===== src/rtl/clock_set_controller_if.sv =====
// Button/strobe bundle between the board pushbuttons, the mode sequencer
// and the second/minute/hour counters.
interface clock_set_controller_if;
    logic       switch_n;
    logic       add_n;
    logic       deduct_n;
    logic       tick_1hz;
    logic       mode;
    logic [1:0] field_sel;
    logic [2:0] inc;
    logic [2:0] dec;

    // Board / test side: drives the raw buttons, observes the strobes
    modport master (
        output switch_n, add_n, deduct_n,
        input  tick_1hz, mode, field_sel, inc, dec
    );

    // Sequencer side
    modport slave (
        input  switch_n, add_n, deduct_n,
        output tick_1hz, mode, field_sel, inc, dec
    );
endinterface


===== src/rtl/clock_set_controller.sv =====
// Digital-clock front end: button conditioning, RUN/SET_SEC/SET_MIN/SET_HOUR
// mode sequencer, gated 1 Hz tick and inc/dec strobes for the counters.
// Optional macro AUTO_REPEAT_EN: held add/deduct buttons auto-repeat.

// One button: 2-flop synchronizer, stability-count debouncer, press event.
module clock_set_debounce #(
    parameter int DEBOUNCE_CYCLES = 500000
) (
    input  logic clk,
    input  logic rst_n,
    input  logic raw,
    output logic level,
    output logic fall
);
    localparam int DW = (DEBOUNCE_CYCLES > 1) ? $clog2(DEBOUNCE_CYCLES) : 1;
    localparam logic [DW-1:0] CNT_LAST = DW'(DEBOUNCE_CYCLES - 1);

    logic          sync1;
    logic          sync2;
    logic [DW-1:0] cnt;

    // Two-stage synchronizer, released (1) out of reset
    always_ff @(posedge clk) begin
        if (!rst_n) begin
            sync1 <= 1'b1;
            sync2 <= 1'b1;
        end else begin
            sync1 <= raw;
            sync2 <= sync1;
        end
    end

    // Accept a level change only after DEBOUNCE_CYCLES stable cycles;
    // the press (1->0) event is registered alongside the flip.
    always_ff @(posedge clk) begin
        if (!rst_n) begin
            cnt   <= '0;
            level <= 1'b1;
            fall  <= 1'b0;
        end else begin
            fall <= 1'b0;
            if (sync2 != level) begin
                if (cnt == CNT_LAST) begin
                    level <= sync2;
                    cnt   <= '0;
                    fall  <= level;
                end else begin
                    cnt <= cnt + 1'b1;
                end
            end else begin
                cnt <= '0;
            end
        end
    end
endmodule

module clock_set_controller #(
    parameter int CLK_FREQ        = 50000000,
    parameter int DEBOUNCE_CYCLES = 500000,
    parameter int TIMEOUT_SEC     = 10,
    parameter int REPEAT_DELAY    = 25000000,
    parameter int REPEAT_PERIOD   = 6250000
) (
    input  logic                  clk,
    input  logic                  rst_n,
    clock_set_controller_if.slave bus
);
    localparam int PW = $clog2(CLK_FREQ);
    localparam int IW = (TIMEOUT_SEC > 0) ? $clog2(TIMEOUT_SEC + 1) : 1;
    localparam logic [PW-1:0] PRESC_LAST = PW'(CLK_FREQ - 1);
    localparam logic [IW-1:0] IDLE_LIMIT = IW'(TIMEOUT_SEC);

    typedef enum logic [1:0] {
        RUN      = 2'b00,
        SET_SEC  = 2'b01,
        SET_MIN  = 2'b10,
        SET_HOUR = 2'b11
    } state_t;

    state_t        state;
    state_t        next_state;
    logic [PW-1:0] presc;
    logic [IW-1:0] idle;
    logic          wrap;
    logic          timeout_hit;
    logic          keep_state;
    logic          in_set;

    logic [2:0]    raw_n;
    logic [2:0]    btn_lvl;
    logic [2:0]    btn_fall;
    logic          sw_ev;
    logic          add_ev;
    logic          ded_ev;
    logic          rpt;
    logic          rpt_up;
    logic          rpt_dn;
    logic          unused_cfg;

    logic [2:0]    field_mask;
    logic [2:0]    inc_next;
    logic [2:0]    dec_next;
    logic          mode_q;
    logic [1:0]    field_q;
    logic [2:0]    inc_q;
    logic [2:0]    dec_q;

    // Bit 0 switch, bit 1 add, bit 2 deduct
    assign raw_n = {bus.deduct_n, bus.add_n, bus.switch_n};

    generate
        for (genvar b = 0; b < 3; b++) begin : g_btn
            clock_set_debounce #(
                .DEBOUNCE_CYCLES(DEBOUNCE_CYCLES)
            ) u_deb (
                .clk   (clk),
                .rst_n (rst_n),
                .raw   (raw_n[b]),
                .level (btn_lvl[b]),
                .fall  (btn_fall[b])
            );
        end
    endgenerate

    assign sw_ev  = btn_fall[0];
    assign add_ev = btn_fall[1];
    assign ded_ev = btn_fall[2];

    assign in_set      = (state != RUN);
    assign wrap        = (presc == PRESC_LAST);
    assign timeout_hit = in_set && (TIMEOUT_SEC != 0) && (idle == IDLE_LIMIT);
    // Any state change this cycle drops add/deduct activity
    assign keep_state  = !timeout_hit && !sw_ev;

`ifdef AUTO_REPEAT_EN
    localparam int RMAX = (REPEAT_DELAY > REPEAT_PERIOD) ? REPEAT_DELAY : REPEAT_PERIOD;
    localparam int HW   = $clog2(RMAX + 1);

    logic [HW-1:0] hold_cnt;
    logic [HW-1:0] rpt_target;
    logic          hold_rep;
    logic          hold_ok;

    // Repeats need exactly one of add/deduct held in a steady SET state
    assign hold_ok    = in_set && keep_state && (btn_lvl[1] ^ btn_lvl[2]);
    assign rpt_target = hold_rep ? HW'(REPEAT_PERIOD) : HW'(REPEAT_DELAY);
    assign rpt        = hold_ok && (hold_cnt != '0) && (hold_cnt == rpt_target);
    assign rpt_up     = rpt && !btn_lvl[1];
    assign rpt_dn     = rpt && !btn_lvl[2];
    // Switch level only matters for its press event
    assign unused_cfg = btn_lvl[0];

    // Hold timer: starts at the press event, first repeat after
    // REPEAT_DELAY, then every REPEAT_PERIOD; zero means idle.
    always_ff @(posedge clk) begin
        if (!rst_n || !hold_ok) begin
            hold_cnt <= '0;
            hold_rep <= 1'b0;
        end else if (add_ev || ded_ev) begin
            hold_cnt <= HW'(1);
            hold_rep <= 1'b0;
        end else if (rpt) begin
            hold_cnt <= HW'(1);
            hold_rep <= 1'b1;
        end else if (hold_cnt != '0) begin
            hold_cnt <= hold_cnt + 1'b1;
        end
    end
`else
    assign rpt    = 1'b0;
    assign rpt_up = 1'b0;
    assign rpt_dn = 1'b0;
    // Button levels and repeat timing only feed the auto-repeat logic
    assign unused_cfg = ^{btn_lvl, 32'(REPEAT_DELAY), 32'(REPEAT_PERIOD)};
`endif

    // Mode state register
    always_ff @(posedge clk) begin
        if (!rst_n) begin
            state <= RUN;
        end else begin
            state <= next_state;
        end
    end

    // Next state and next strobes; timeout wins over a switch press
    always_comb begin
        next_state = state;
        field_mask = 3'b000;
        inc_next   = 3'b000;
        dec_next   = 3'b000;

        case (state)
            SET_SEC:  field_mask = 3'b001;
            SET_MIN:  field_mask = 3'b010;
            SET_HOUR: field_mask = 3'b100;
            default:  field_mask = 3'b000;
        endcase

        if (timeout_hit) begin
            next_state = RUN;
        end else if (sw_ev) begin
            case (state)
                RUN:      next_state = SET_SEC;
                SET_SEC:  next_state = SET_MIN;
                SET_MIN:  next_state = SET_HOUR;
                default:  next_state = RUN;
            endcase
        end

        // Simultaneous add and deduct cancel each other
        if (in_set && keep_state) begin
            if ((add_ev || rpt_up) && !(ded_ev || rpt_dn)) begin
                inc_next = field_mask;
            end else if ((ded_ev || rpt_dn) && !(add_ev || rpt_up)) begin
                dec_next = field_mask;
            end
        end
    end

    // Registered mode/field/strobe outputs
    always_ff @(posedge clk) begin
        if (!rst_n) begin
            mode_q  <= 1'b0;
            field_q <= 2'b00;
            inc_q   <= 3'b000;
            dec_q   <= 3'b000;
        end else begin
            mode_q  <= (next_state != RUN);
            field_q <= next_state;
            inc_q   <= inc_next;
            dec_q   <= dec_next;
        end
    end

    // Free-running prescaler, realigned on every entry into RUN
    always_ff @(posedge clk) begin
        if (!rst_n) begin
            presc <= '0;
        end else if ((in_set && next_state == RUN) || wrap) begin
            presc <= '0;
        end else begin
            presc <= presc + 1'b1;
        end
    end

    // Idle seconds in a SET state; any button activity restarts it
    always_ff @(posedge clk) begin
        if (!rst_n || !in_set || next_state != state) begin
            idle <= '0;
        end else if (sw_ev || add_ev || ded_ev || rpt) begin
            idle <= '0;
        end else if (wrap && TIMEOUT_SEC != 0) begin
            idle <= idle + 1'b1;
        end
    end

    assign bus.tick_1hz  = wrap && (state == RUN);
    assign bus.mode      = mode_q;
    assign bus.field_sel = field_q;
    assign bus.inc       = inc_q;
    assign bus.dec       = dec_q;
endmodule

===== src/flat_wrapper.sv =====
// flat-port wrapper written by rule: the top's interface ports become plain ports
module clock_set_controller_flat 
#(
    parameter int CLK_FREQ        = 50000000,
    parameter int DEBOUNCE_CYCLES = 500000,
    parameter int TIMEOUT_SEC     = 10,
    parameter int REPEAT_DELAY    = 25000000,
    parameter int REPEAT_PERIOD   = 6250000
)
  (clk, rst_n, bus_switch_n, bus_add_n, bus_deduct_n, bus_tick_1hz, bus_mode, bus_field_sel, bus_inc, bus_dec);
  clock_set_controller_if bus_i ();
  input  logic clk;
  input  logic rst_n;
  input wire logic [$bits(bus_i.switch_n)-1:0] bus_switch_n;
  input wire logic [$bits(bus_i.add_n)-1:0] bus_add_n;
  input wire logic [$bits(bus_i.deduct_n)-1:0] bus_deduct_n;
  output wire logic [$bits(bus_i.tick_1hz)-1:0] bus_tick_1hz;
  output wire logic [$bits(bus_i.mode)-1:0] bus_mode;
  output wire logic [$bits(bus_i.field_sel)-1:0] bus_field_sel;
  output wire logic [$bits(bus_i.inc)-1:0] bus_inc;
  output wire logic [$bits(bus_i.dec)-1:0] bus_dec;
  assign bus_i.switch_n = bus_switch_n;
  assign bus_i.add_n = bus_add_n;
  assign bus_i.deduct_n = bus_deduct_n;
  assign bus_tick_1hz = bus_i.tick_1hz;
  assign bus_mode = bus_i.mode;
  assign bus_field_sel = bus_i.field_sel;
  assign bus_inc = bus_i.inc;
  assign bus_dec = bus_i.dec;
  clock_set_controller #(.CLK_FREQ(CLK_FREQ), .DEBOUNCE_CYCLES(DEBOUNCE_CYCLES), .TIMEOUT_SEC(TIMEOUT_SEC), .REPEAT_DELAY(REPEAT_DELAY), .REPEAT_PERIOD(REPEAT_PERIOD)) u_core (.clk(clk), .rst_n(rst_n), .bus(bus_i));
endmodule

===== config.mk =====
export PLATFORM = sky130hd
export DESIGN_NAME = clock_set_controller_flat
export DESIGN_NICKNAME = d
export VERILOG_FILES = /design/src/rtl/clock_set_controller_if.sv /design/src/rtl/clock_set_controller.sv /design/src/flat_wrapper.sv
export SDC_FILE = /design/constraint.sdc
export NUM_CORES = 1
export LEC_CHECK = 0
export CORE_UTILIZATION = 30
export CTS_BUF_LIST = sky130_fd_sc_hd__clkbuf_4 sky130_fd_sc_hd__clkbuf_8
export CTS_CLUSTER_DIAMETER = 60
export DETAILED_ROUTE_END_ITERATION = 12
export HOLD_SLACK_MARGIN = 0.08
export PLACE_DENSITY_LB_ADDON = 0.25
export SLEW_MARGIN = 20
export SYNTH_ARGS = -nofsm -noshare
export SYNTH_HDL_FRONTEND = slang
export SYNTH_SLANG_ARGS = --single-unit

===== constraint.sdc =====
create_clock -name clk -period 4.95 [get_ports clk]
set_clock_uncertainty 0.15 [all_clocks]
set_input_delay 0.495 -clock clk [delete_from_list [all_inputs] [get_ports clk]]
set_output_delay 0.495 -clock clk [all_outputs]
set_load 0.05 [all_outputs]

Word level (Yosys, flattened, before mapping):

Index checks and enable logic that the tools add are counted.
Widths: inputs -> output; s select.

* register bits: 108
* output and inout bits: 10
* word-level logic and storage cells: 83

* add/sub/neg operators: 5
* eq/ne operators: 12
* multiplexer cells: 4
* bitwise operators: 6
* reduce and logical (&&, ||, !) cells: 35

Operators by type and width (number)
* $add 19x1->19 const B: 3
* $eq 19x19->1 const B: 3
* $add 26x1->26 const B: 1
* $eq 26x26->1 const B: 1
* $reduce_and 3->1: 4
* $pmux 3 s3: 1
* $reduce_or 3->1: 3
* $logic_and 1x1->1: 7
* $logic_not 1->1: 6
* $not 1->1: 6
* $pmux 2 s3: 1
* $reduce_and 2->1: 3
* $logic_or 1x1->1: 5
* $add 4x1->4 const B: 1
* $eq 2x2->1 const B: 2
* $eq 4x4->1 const B: 1
* $logic_not 2->1: 2
* $mux 2: 2
* $reduce_bool 2->1: 2
* $reduce_or 2->1: 2
* $reduce_or 4->1: 1
* $ne 1x1->1: 3
* $eq 2x1->1 const B: 1
* $ne 2x2->1: 1

Longest topological paths before layout:

Gate-level depths: netlist (run 1).

* depth after elaboration: 8
* mapped depth: 7
* mapped depth without buffers: 6

By module:

Synthesis (run 1) repeated with hierarchy kept, for this count alone.

* cell total of the unflattened synthesis: 565
* area, all modules: 5161.2 um^2

Modules (own cells, without submodules)
* clock_set_debounce: times used 3, cells each 115, area an instance 1046.0 um^2
* clock_set_controller: times used 1, cells each 220, area an instance 2023.2 um^2

Least setup slack after synthesis (run 1):

No wires, ideal clock.

* path kind: flip-flop to output port
* from: register u_core.presc[0]
* to: output bus_tick_1hz
* arrival: 1.948 ns
* required time: 4.305 ns
* path slack: 2.357 ns
* stages on the path, launching flop included: 6
* buffers on the path: 1
* path through: dfxtp_1 -> ha_1 -> clkbuf_1 -> inv_1 -> nor4_1 -> and3_1

* longest elaborated chain between the ends: 2

RTL lines
* start, declared: RTL line clock_set_controller.sv:82 `logic [PW-1:0] presc;`
* start signal, assigned: RTL line clock_set_controller.sv:243 `presc <= presc + 1'b1;`
* $eq 26x26->1: RTL line clock_set_controller.sv:130 `assign wrap = (presc == PRESC_LAST);`
* $logic_and 1x1->1: RTL line clock_set_controller.sv:258 `assign bus.tick_1hz = wrap && (state == RUN);`
* end, declared: RTL line flat_wrapper.sv:17 `output wire logic [$bits(bus_i.tick_1hz)-1:0] bus_tick_1hz;`

Every way passes these cells.

Worst setup path after layout (run 1):

Same ends and word-level chain as after synthesis.

==> results of run 1 <==
[metrics by stage]
step / power, W / util / instance area [sq um]
floorplan: 0.000912 / - / 4850
global placement: 0.000921 / 0.329 / 5200
detailed placement: 0.000921 / 0.329 / 5210
CTS: 0.00156 / 0.344 / 5450
global route: 0.00160 / 0.344 / 5450
finish: 0.00153 / 0.344 / 5450
[power breakdown]
part	switching, W	total, W	leakage [nW]	internal [W]
clock	0.000313	0.000634	0.124	0.000321
sequential	0.00000346	0.000877	0.872	0.000873
combinational	0.0000147	0.0000238	0.617	0.00000918
[cells in the final DEF (no fill, tap or decap), drive strengths merged, types with 16 or more instances in the layout]
cell,Yosys,final
nand3,29,29
xor2,29,29
nand2,27,27
or3,18,18
dfxtp,108,108
xnor2,25,25
a21oi,16,16
inv,21,23
nand4,28,28
nor2,54,54
nor3,29,29
o21ai,23,23
[worst reg2reg max path, delay by kind of cell (launching register included)]
kind	cells	cell delay [ns]
AO/OA/AOI/OAI	1	0.22
AND/OR/NAND/NOR	3	1.48
flip-flops	1	0.43
[cell families (layout without fill, tap and decap cells)]
kind of cell,Yosys count,after routing,share of synthesized area
AO/OA/AOI/OAI,70,70,0.0926
XOR/XNOR,54,54,0.0975
adder cells (fa/ha/maj),10,10,0.0258
buffers and inverters,40,54,0.0338
flip-flops,108,108,0.446
multiplexers,1,1,0.00206
AND/OR/NAND/NOR,261,261,0.303
[metal layers]
metal | routed length [um] | vias to the layer above | part of all wire
met4 | 148 | 0 | 0.016
li1 | - | 1999 | -
met2 | 4160 | 34 | 0.45
met5 | 0 | - | 0
met1 | 4730 | 1772 | 0.51
met3 | 234 | 10 | 0.025
[worst min path at each step]
stage / start / to / slack [ns] / cells after the start
after CTS: u_core.g_btn[0].u_deb.sync1 / u_core.g_btn[0].u_deb.sync2 / 0.28 / 1
after global routing: u_core.g_btn[1].u_deb.sync1 / u_core.g_btn[1].u_deb.sync2 / 0.29 / 1
after global placement: u_core.g_btn[0].u_deb.sync1 / u_core.g_btn[0].u_deb.sync2 / 0.25 / 1
final: u_core.g_btn[0].u_deb.sync1 / u_core.g_btn[0].u_deb.sync2 / 0.27 / 1
after detailed placement: u_core.g_btn[2].u_deb.sync1 / u_core.g_btn[2].u_deb.sync2 / 0.25 / 1
after floorplan: u_core.g_btn[0].u_deb.sync1 / u_core.g_btn[0].u_deb.sync2 / 0.24 / 1
[cell type report]
cell class                 instances  area [sq um]  area share
tap                              216           270      0.0496
clock inverter                     5          91.3      0.0168
clock buffer                      11           151      0.0278
sequential                       108          2160       0.397
timing repair buffer              17           163      0.0298
multi-input combinational        396          2530       0.465
inverter                          21          78.8      0.0145
[sequential cells by signal, indices dropped and copies added, names as in the netlist]
signal	flops
u_core.g_btn.u_deb.cnt	57
u_core.g_btn.u_deb.sync2	3
u_core.idle	4
u_core.g_btn.u_deb.sync1	3
u_core.g_btn.u_deb.level	3
u_core.presc	26
u_core.g_btn.u_deb.fall	3
u_core.bus.inc	3
u_core.bus.dec	3
u_core.state	2
u_core.bus.mode	1
==> summary.txt, run 1 <==
CTS tree: built
Iter 0 DRT Violations: 248
VDD IR-drop max: 114 uV
WP depth: 5
# hold bufs at CTS: 0
DRC: 0
Cell count of the worst reg-to-reg path: 4
Std-Cell Rows: 46
Core ar.: 0.0158 sq mm
Sink Count: 108
Layout area overhead: 12.4%
Crit path from: u_core.presc[0]
Clock Latency Late Sink: 0.39 ns
Status: complete, no violations
Final HPWL DP: 6470 um
Antenna Nets Post-Route: 0
DR WL/cell: 12.0 um
Cell family with most CP delay: simple AND/OR/NAND/NOR gates
RD Place Congestion: 0.758
Final Setup Violations: 0
Post-synth top area cell: dfxtp_1
Total GRT Usage: 0.121
Setup TNS: 0 ns
Via Count: 3815
CP cell instances: ha_1 -> inv_1 -> nor4_1 -> and3_1 -> clkdlybuf4s50_1
Antenna violations before repair: 0
MaxCap Viol Count: 0
Post-synth net total: 559
Synth top area cells: dfxtp_1 (45%), xor2_1 (5.2%), xnor2_1 (4.5%)
Crit end category: output pin
Post-CTS Setup Bufs: 0
CP Buf/Inv Count: 2
Critical path class: reg2out
PortBufs: 14
Htree depth: 3
Total wire length: 9270 um
Clock transition at path regs: 0.10 ns
Slew @ Worst Pin: 1.06 ns
Die width: 129 um
Post-synthesis register bit count: 108
GRT Residual Overflow: 0
Ports: 15
Reg2reg start: u_core.presc[2]
Layer with the highest usage: met2
Ys async rst share: 0
Worst path max stage delay: 0.91 ns
Final cell count without fillers: 774
Die footprint: 0.0167 sq mm
CTS buffer count: 9
Min Tclk post-route: 3.81 ns
Largest net degree at the start of global routing: 27
Min-delay worst type: reg2reg
CP max FO: 7
First-pass GRT wire length: 16400 um
Pwr/cell area: 281 mW/mm^2
Met2 Track Usage GR: 0.198
Slew headroom: 0.289
Initial Util: 0.307
Period utilisation layout: 0.770
Yosys cell types: 44
Avg Vias per Cell: 4.93
Worst slack, placed: 1.56 ns
CP endpoint: bus_tick_1hz
Top-count cell post-synth: dfxtp_1
Commonest cells in the netlist: dfxtp_1 (108), nor2_1 (54), nand3_1 (29), nor3_1 (29), xor2_1 (29)
Fillers: 1634
Die Ht: 129 um
Syn. warnings: 0
Static Leakage: 1.61 nW
M1 GR Usage: 0.153
Final hold slack: 0.271 ns
CP arrival: 3.17 ns
Share of layout cells above drive strength 1: 0.0556
RSZ-0062 raised after global routing: no
Reg2reg setup slack: 2.59 ns
Maximum clock path buffer count: 2
Synth Area per Inst: 8.92 sq um
Placed cell count: 758
Hold Violations, Final: 0
Pins Over Slew Limit: 0
Main synth FF type: dfxtp_1
Share of the synthesized area in the top cell type: 0.446
R2R Path End: u_core.presc[24]
Root Buffer: clkbuf_8
Slowest cell on the critical path: nor4_1
Cts repair resizes: 0
Worst setup margin: 1.14 ns
Highest clock rate: 262 MHz
Layout Nets: 568
Sequential area share after synthesis: 0.446
CP Launch Type: flop
Vias in the first global route: 3600
DRT Pass-1 Iters: 4
Ant diodes: 0
Met3 usage: 0.0297
EDFF count, synth: 0
Post-Syn Area: 0.00485 sq mm
Worst Path Required: 4.30 ns
Cell count after synthesis: 544
(Power assumes the default switching activity.)
==> run 2: changes to the inputs <==
- clock period: 4.95 -> 3.54 ns (I/O delays scaled with it)
==> summary.txt, run 2 (synthesized netlist as in run 1, its figures left out) <==
Status: complete, no violations
Period utilisation layout: 0.870
Min-delay worst type: reg2reg
Root Buffer: clkbuf_8
Static Leakage: 1.60 nW
Final HPWL DP: 6490 um
Share of layout cells above drive strength 1: 0.0571
MaxCap Viol Count: 0
DR WL/cell: 12.2 um
CP max FO: 7
Switching Fraction: 0.218
DRT Pass-1 Iters: 4
Tot Pwr: 0.00199 W
PortBufs: 14
Logic pwr share: 0.017
Core ar.: 0.0158 sq mm
Htree depth: 3
Commonest non-fill, non-tap cells in the layout: dfxtp_1 (108), nor2_1 (54), nand3_1 (29), xor2_1 (29), nor3_1 (28)
Biggest register: u_core.g_btn.u_deb.cnt
Final Setup Violations: 0
VDD IR-drop max: 154 uV
Crit end category: output pin
GRT Residual Overflow: 0
Cell count of the worst reg-to-reg path: 4
Clock transition at path regs: 0.10 ns
Highest clock rate: 325 MHz
Setup TNS: 0 ns
Max FFs per register: 57
RSZ-0062 raised after global routing: no
Hold Violations, Final: 0
Final hold slack: 0.279 ns
Layout area overhead: 11.7%
Pins Over Slew Limit: 0
# hold bufs at CTS: 0
First-pass GRT wire length: 16500 um
Reg2reg start: u_core.presc[2]
CTS buffer count: 9
Crit path from: u_core.presc[0]
Min Tclk post-route: 3.08 ns
Commonest non-fill, non-tap cell in the layout: dfxtp_1
Post-CTS Setup Bufs: 0
DRC: 0
Layout Nets: 571
Net Sw Power: 0.000434 W
Die Ht: 129 um
Critical path class: reg2out
CP arrival: 2.58 ns
CP Launch Type: flop
Std-Cell Rows: 46
Internal Power: 0.00156 W
Ant diodes: 0
Die width: 129 um
Clock share of power: 0.367
Iter 0 DRT Violations: 269
Antenna Nets Post-Route: 0
Clock Latency Late Sink: 0.37 ns
Maximum clock path buffer count: 2
Total GRT Usage: 0.121
Reg2reg setup slack: 1.17 ns
Slew headroom: 0.611
Ports: 15
Antenna violations before repair: 0
Avg Vias per Cell: 5.04
Total wire length: 9450 um
Hold EP: u_core.g_btn[1].u_deb.sync2
Layout Utilization: 0.342
Die footprint: 0.0167 sq mm
Largest net degree at the start of global routing: 27
R2R Path End: u_core.presc[25]
Cts repair resizes: 0
Sink Count: 108
Initial Util: 0.307
CTS tree: built
Via Count: 3908
Sequential share of power: 0.616
Hold path depth: 1
Pwr/cell area: 368 mW/mm^2
Top flop regs: u_core.g_btn.u_deb.cnt: 57 flops, u_core.presc: 26 flops, u_core.idle: 4 flops
Worst Hold Launch: u_core.g_btn[1].u_deb.sync1
Slew @ Worst Pin: 0.578 ns
Vias in the first global route: 3645
RD Place Congestion: 0.776
Worst Path Required: 3.04 ns
==> run 2: cell count changes in the layout (fill, tap and decap cells not counted), sizes merged <==
cell,previous run,this run
clkbuf,11,13
buf,3,6
bufinv,2,0
inv,23,22
==> run 2: power groups by stage <==
stage,combinational [W],sequential [W],clock [W]
4_1_cts,0.0000346,0.00123,0.000767
2_1_floorplan,0.0000222,0.00125,0
3_5_place_dp,0.0000344,0.00125,0
3_3_place_gp,0.0000343,0.00125,0
6_report,0.0000340,0.00123,0.000731
5_1_grt,0.0000386,0.00123,0.000814
==> run 2: area by class of cell <==
class,instances,area (sq um)
fill,1622,10400
multi-input combinational,396,2530
sequential,108,2160
tap,216,270
timing repair buffer,20,185
clock buffer,13,173
inverter,21,78.8
clock inverter,2,17.5
==> run 2: worst max-delay path: stages, from the launching register on <==
cell	delay, ns
dfxtp_1	0.36
ha_1	0.30
inv_1	0.09
nor4_1	0.30
buf_4	0.20
and3_1	0.16
clkdlybuf4s50_1	0.79
==> run 2: metrics by stage <==
| step | area (sq um) | setup WS [ns] | std cells |
|---|---|---|---|
| floorplan | 4850 | 0.996 | 544 |
| global placement | 5230 | 0.797 | 761 |
| detailed placement | 5230 | 0.836 | 761 |
| CTS | 5420 | 0.404 | 776 |
| global route | 5420 | 0.286 | 776 |
| finish | 5420 | 0.460 | 776 |
==> run 2: layer usage <==
metal  up-vias  wire length [um]  track usage
met2        63              4350        0.192
met5         -                 0            0
met1      1835              4600        0.159
met3        18               316       0.0235
li1       1992                 -            -
met4         0               178       0.0547
==> run 2: worst max path at each step <==
stage	cells after the start	slack [ns]	end
final	6	0.46	bus_tick_1hz
after global routing	6	0.29	bus_tick_1hz
after CTS	6	0.40	bus_tick_1hz
after detailed placement	6	0.84	bus_tick_1hz
after global placement	6	0.80	bus_tick_1hz
after floorplan	7	1.0	u_core.presc[2]
